[src/rtl/booth_sig_divider.sv]
// Sequential radix-2 restoring divider for FP significands: one quotient bit per clock,
// start/done handshake, remainder plus sticky for rounding, divide-by-zero flag.
module booth_sig_divider #(
   parameter int FRAC = 12,
   localparam int QW = 11 + FRAC,
   localparam int ITER = QW
) (
   input  logic          CLK,
   input  logic          RST,
   input  logic          start,
   input  logic [9:0]    a,
   input  logic          azero,
   input  logic [9:0]    b,
   input  logic          bzero,
   output logic          busy,
   output logic          done,
   output logic [QW-1:0] q,
   output logic [10:0]   r,
   output logic          sticky,
   output logic          dz
);

   localparam int CW = (ITER > 1) ? $clog2(ITER) : 1;

   typedef enum logic [1:0] {IDLE, RUN, DONE} state_e;

   state_e          state_q, state_d;
   logic [QW-1:0]   shiftX_q, shiftX_d;
   logic [10:0]     divisor_q, divisor_d;
   logic [10:0]     rem_q, rem_d;
   logic [QW-1:0]   quo_q, quo_d;
   logic [CW-1:0]   cnt_q, cnt_d;
   logic [QW-1:0]   qOut_q, qOut_d;
   logic [10:0]     rOut_q, rOut_d;
   logic            sticky_q, sticky_d;
   logic            dz_q, dz_d;

   logic [10:0]     dividend;
   logic [10:0]     divisorIn;
   logic [11:0]     trial;
   logic [11:0]     diff;
   logic            qBit;
   logic [10:0]     remNext;
   logic [QW-1:0]   quoNext;

   assign dividend  = {azero, a};
   assign divisorIn = {bzero, b};

   // Since rem < D, the trial value is below 2D and the difference always fits in 11 bits.
   assign trial   = {rem_q, shiftX_q[QW-1]};
   assign qBit    = (trial >= {1'b0, divisor_q});
   assign diff    = trial - {1'b0, divisor_q};
   assign remNext = qBit ? diff[10:0] : trial[10:0];
   assign quoNext = {quo_q[QW-2:0], qBit};

   always_comb begin
      state_d   = state_q;
      shiftX_d  = shiftX_q;
      divisor_d = divisor_q;
      rem_d     = rem_q;
      quo_d     = quo_q;
      cnt_d     = cnt_q;
      qOut_d    = qOut_q;
      rOut_d    = rOut_q;
      sticky_d  = sticky_q;
      dz_d      = dz_q;
      case (state_q)
         IDLE, DONE: begin
            state_d = IDLE;
            if (start) begin
               if (divisorIn == 11'd0) begin
                  state_d  = DONE;
                  qOut_d   = '1;
                  rOut_d   = '0;
                  sticky_d = 1'b0;
                  dz_d     = 1'b1;
               end else begin
                  state_d   = RUN;
                  shiftX_d  = {dividend, {FRAC{1'b0}}};
                  divisor_d = divisorIn;
                  rem_d     = '0;
                  quo_d     = '0;
                  cnt_d     = CW'(ITER - 1);
                  dz_d      = 1'b0;
               end
            end
         end
         RUN: begin
            shiftX_d = shiftX_q << 1;
            rem_d    = remNext;
            quo_d    = quoNext;
            if (cnt_q == '0) begin
               state_d  = DONE;
               qOut_d   = quoNext;
               rOut_d   = remNext;
               sticky_d = |remNext;
            end else begin
               cnt_d = cnt_q - 1'b1;
            end
         end
         default: state_d = IDLE;
      endcase
   end

   always_ff @(posedge CLK or negedge RST) begin
      if (!RST) begin
         state_q   <= IDLE;
         shiftX_q  <= '0;
         divisor_q <= '0;
         rem_q     <= '0;
         quo_q     <= '0;
         cnt_q     <= '0;
         qOut_q    <= '0;
         rOut_q    <= '0;
         sticky_q  <= 1'b0;
         dz_q      <= 1'b0;
      end else begin
         state_q   <= state_d;
         shiftX_q  <= shiftX_d;
         divisor_q <= divisor_d;
         rem_q     <= rem_d;
         quo_q     <= quo_d;
         cnt_q     <= cnt_d;
         qOut_q    <= qOut_d;
         rOut_q    <= rOut_d;
         sticky_q  <= sticky_d;
         dz_q      <= dz_d;
      end
   end

   assign busy   = (state_q == RUN);
   assign done   = (state_q == DONE);
   assign q      = qOut_q;
   assign r      = rOut_q;
   assign sticky = sticky_q;
   assign dz     = dz_q;

endmodule

[config.mk]
export PLATFORM = sky130hd
export DESIGN_NAME = booth_sig_divider
export DESIGN_NICKNAME = d
export VERILOG_FILES = /design/src/rtl/booth_sig_divider.sv
export SDC_FILE = /design/constraint.sdc
export NUM_CORES = 1
export LEC_CHECK = 0
export CORE_MARGIN = 2
export CORE_UTILIZATION = 55
export DETAILED_ROUTE_END_ITERATION = 6
export GPL_ROUTABILITY_DRIVEN = 1
export PLACE_DENSITY_LB_ADDON = 0.05
export REMOVE_ABC_BUFFERS = 1
export SETUP_SLACK_MARGIN = 0.15
export SLEW_MARGIN = 20
export SYNTH_ARGS = -nofsm -noshare
export SYNTH_HDL_FRONTEND = slang
export SYNTH_SLANG_ARGS = --single-unit
[constraint.sdc]
create_clock -name CLK -period 3.75 [get_ports CLK]
set_clock_uncertainty 0.05 [all_clocks]
set_input_delay 0.75 -clock CLK [delete_from_list [all_inputs] [get_ports CLK]]
set_output_delay 0.75 -clock CLK [all_outputs]
set_load 0.005 [all_outputs]
Word-level counts from Yosys, hierarchy flattened
Index checks and enable logic that the tools add are counted.
- add/subtract/negate cells: 2
- $lt $le $gt $ge: 1
- equal/unequal tests: 7
- muxes and demuxes: 31
- bitwise logic cells: 1
- reductions and logical operators: 11
- operators by type and width (cell ; number):
    $mux 23 ; 5
    $pmux 23 s2 ; 2
    $mux 11 ; 6
    $mux 22 ; 2
    $pmux 11 s2 ; 2
    $pmux 22 s2 ; 1
    $mux 5 ; 3
    $ge 12x11->1 ; 1
    $logic_not 11->1 ; 1
    $reduce_or 11->1 ; 1
    $sub 11x11->11 ; 1
    $pmux 5 s2 ; 1
    $ne 2x2->1 const B ; 4
    $reduce_and 4->1 ; 2
    $mux 2 ; 3
    $reduce_and 3->1 ; 2
    $logic_not 5->1 ; 1
    $sub 5x1->5 const B ; 1
    $mux 1 ; 4
    $pmux 2 s2 ; 1
    $eq 2x1->1 const B ; 1
    $eq 2x2->1 const B ; 1
    $logic_not 2->1 ; 1
    $ne 2x1->1 const B ; 1
    5 further kinds ; 5
- flip-flop bits (word level): 110
- bits of input ports: 25

Logic depth before layout (Yosys ltp)
- depth in word-level cells: 5
- gate-level depth with buffers: 12
- mapped depth without buffers: 10

Worst setup path before layout
OpenSTA, ideal clock, no wires.
- path type: register to register
- start: register shiftX_q[22]
- end: register sticky_q, in the netlist sticky
- data arrival time: 2.607 ns
- required time: 3.562 ns
- setup slack: 0.955 ns
- cell stages (with the launch flop): 11
- clock period less this slack: 2.795 ns
- cells stage by stage: dfrtp_1 -> inv_1 -> ha_1 -> fa_1 -> nand2b_1 -> a21oi_2 -> nand3_1 -> a2111o_1 -> or4_1 -> a221oi_2 -> a31oi_1
- word-level cells in the longest chain between the ends: 5
- RTL lines (element ; RTL line ; source):
    start, declared ; 28 ; logic [QW-1:0] shiftX_q, shiftX_d;
    start signal, assigned ; 119 ; shiftX_q <= shiftX_d;
    $sub 11x11->11 / $ge 12x11->1 (equally long branches) ; 52, 51 ;
    $mux 11 (*) ; 53 ; assign remNext = qBit ? diff[10:0] : trial[10:0];
    $reduce_or 11->1 (*) ; 96 ; sticky_d = |remNext;
    $mux 1 (*) ; 92 ; if (cnt_q == '0) begin
    $pmux 1 s2 (*) ; 67 ; case (state_q)
    end signal, assigned ; 126 ; sticky_q <= sticky_d;
    end, declared ; 35 ; logic sticky_q, sticky_d;
Mark *: on every way between the ends. The rest lies on a longest branch, timed or not. The select of a mux whose other input is x is not followed.
A chain may end at the register's enable or synchronous reset.

Final worst setup path
Ends and elaborated chain as after synthesis.

==> out/summary.txt <==
CP Buf/Inv Count: 1
Min Clock Period, post-route: 3.11 ns
met2 usage: 35.8%
combinational power share: 52.9%
final max-slew violation count: 0
RSZ-0062 raised after global routing: no
vias in the first global route: 3465
Crit Reg-Reg Startpoint: shiftX_q[22]
Critical Path AT: 3.29 ns
most frequent cells in the layout: 98 x dfrtp_1, 82 x nand2_1, 61 x clkdlybuf4s50_1
slew margin rel.: 42.9%
Min-Delay Path Class: in2async
total CTS buffers: 9
post-CTS setup repair buffer count: 0
Chip Width: 95.0 um
Worst Setup Path Type: reg2reg
Crit path required time: 3.93 ns
commonest non-fill, non-tap cell in the layout: dfrtp_1
Area Growth Syn to Fin: 20.4%
largest net degree at the start of global routing: 61
ANT nets after route: 0
Top delay family on crit path: compound AO/OA/AOI/OAI gates
gpl congestion: 0.923
gr busiest metal: met1
met3 usage: 3.11%
Fillers: 671
crit end category: flip-flop
global route overflow: 0
n_diodes: 0
Tot Pwr: 5.51 mW
port buffer count: 62
die area: 0.00902 sq mm
via total after detailed routing: 3712
library cells used by synthesis: 50
status: finished, final reports clean
P_leak: 2.38 nW
Die H: 95.0 um
CP Launch Type: flip-flop
# setup viols final: 0
Seq. cell area: 0.00245 sq mm
HPWL after DPL: 7.13 mm
Core ar.: 0.00813 sq mm
fin area: 0.00548 sq mm
I/O pin count: 63
Sw Ratio: 41.6%
Seq pwr share: 34.4%
CTS tree: yes
Peak VDD IR: 0.386 mV
syn avg cell area: 9.69 sq um
met1 usage: 36.6%
vias per inst: 5.84
Cells after Synth: 470
post-synthesis register bit count: 98
FP Rows: 33
slowest CP cell: a2111o_1
pre-CTS setup slack: 0.613 ns
reg2reg setup slack: 0.64 ns
FFs w/ async S/R, synth: 100%
clock-pin slew on the worst setup and hold paths: 0.09 ns
FMAX: 0.322 GHz
R2R depth: 10
CTS H-tree depth: 3
clock latency on the worst-skew pair: 0.36 ns
Worst Setup Slack, final: 0.640 ns
Tcrit/Tclk final: 82.9%
area of the multi-input gates: 0.00193 sq mm
mapped cell area: 0.00455 sq mm
Root Buffer: clkbuf_8
1st-pass router iterations: 4
Clock Power Share: 12.7%
worst reg2reg path endpoint: sticky
WL final: 10.3 mm
Final TNS setup: 0 ns
placed cell area: 0.00528 sq mm
net switching power: 2.29 mW
GRT Overall Usage: 24.5%
initial antenna violation count: 0
Int Pwr: 3.22 mW
wire length per cell: 16.2 um
First DRT Iteration DRCs: 172
cts hold-fix bufs: 0
Synth Warn #: 0
Starting Density: 56.0%
power density over cell area: 1010 mW/mm^2
layout cells sized above 1: 6.40%
slowest stage delay, CP: 0.44 ns
first-pass GRT wire length: 17.1 mm
critical-path cell list: inv_1 -> ha_1 -> fa_1 -> nand2b_1 -> a21oi_2 -> nand3_1 -> a2111o_1 -> or4_1 -> a221oi_2 -> a31oi_1
critical path peak fanout: 6
Worst Tran Pin Value: 0.853 ns
DRC errors left: 0
ys flop type: dfrtp_1
clk sinks: 98
clk buf depth: 2
Post-synth EDFFs: 0
post_cts resized: 0
Max Cap Violations: 0
Fin. Hold Viols: 0
Final #Nets: 565
register area share after synthesis: 53.9%
==> worst register-to-register path: stages, from the launching register on <==
cell,delay (ns)
dfrtp_1,0.37
inv_1,0.07
ha_1,0.23
fa_1,0.42
nand2b_1,0.20
a21oi_2,0.29
nand3_1,0.13
a2111o_1,0.44
or4_1,0.43
a221oi_2,0.25
a31oi_1,0.10
==> kinds of logic (layout without fill, tap and decap cells) <==
group,count (synthesis),in the layout,share of synthesized area (%)
fa+ha+maj,14,14,4.01
flops,98,98,53.9
buf+inv,45,106,3.87
xor+xnor,10,10,1.92
simple gates,168,168,16.4
compound gates,125,125,17.7
mux,10,10,2.23
==> layer usage <==
| metal | wire [um] | part of all wire (%) | vias up |
|---|---|---|---|
| met5 | 0 | 0 | - |
| met4 | 263 | 2.6 | 0 |
| met3 | 405 | 3.9 | 18 |
| met2 | 4730 | 46 | 100 |
| met1 | 4920 | 48 | 1833 |
| li1 | - | - | 1761 |
==> registers in the layout, indices dropped and copies added, names as in the netlist <==
register	cells
cnt_q	5
divisor_q	11
dz	1
q	23
quo_q	22
r	11
rem_q	11
shiftX_q	11
state_q	2
sticky	1
==> worst max path at each step <==
stage / cells after the start / slack (ns) / to / startpoint
6_report: 10 / 0.64 / sticky / shiftX_q[22]
5_1_grt: 10 / 0.47 / sticky / shiftX_q[22]
4_1_cts: 10 / 0.67 / sticky / shiftX_q[22]
3_5_place_dp: 5 / 0.61 / quo_q[9] / b[8]
3_3_place_gp: 6 / 0.72 / shiftX_q[12] / b[8]
2_1_floorplan: 5 / 0.71 / q[10] / state_q[0]
==> through the flow <==
step | instances | util [%] | hold WS (ns)
after floorplan | 443 | - | 0.400
after detailed placement | 620 | 64.9 | 0.426
after global routing | 636 | 67.4 | 0.306
final | 636 | 67.4 | 0.285
after CTS | 636 | 67.4 | 0.289
after global placement | 620 | 64.9 | 0.415
==> cells in the mapped netlist (all sizes together) (2+ instances only) <==
cell	number	area [sq um]
xnor2	7	61.3
a221oi	2	23.8
nor4	5	31.3
nor3	3	15.0
inv	18	67.6
buf	6	30.0
nor2b	4	25.0
or2	3	18.8
ha	13	163
o22a	22	193
xor2	3	26.3
nand2	82	308
a31oi	3	18.8
nand3	22	110
and3	2	12.5
o2111ai	2	17.5
nand4	2	12.5
or3	3	18.8
o21ai	60	300
o22ai	11	68.8
mux2i	9	90.1
nand2b	5	31.3
and2	2	12.5
dfrtp	98	2450
a21oi	11	70.1
o211ai	2	15.0
nor2	31	116
clkbuf	21	78.8
==> cell type report <==
type	instances	share of cell area, %
inverters	18	1.23
flip-flops and latches	98	44.7
clock inverters	5	1.14
well taps	105	2.40
repair buffers	72	12.6
clock buffers	11	2.58
multi-input cells	327	35.3
==> power groups by stage <==
stage | clock (mW) | combinational [mW] | sequential (mW)
final | 0.702 | 2.91 | 1.90
after global routing | 0.768 | 3.27 | 1.95
after CTS | 0.718 | 2.91 | 1.89
after detailed placement | 0 | 2.88 | 1.91
after global placement | 0 | 2.82 | 1.90
after floorplan | 0 | 1.92 | 1.84
Power figures use the tool's default switching activity.
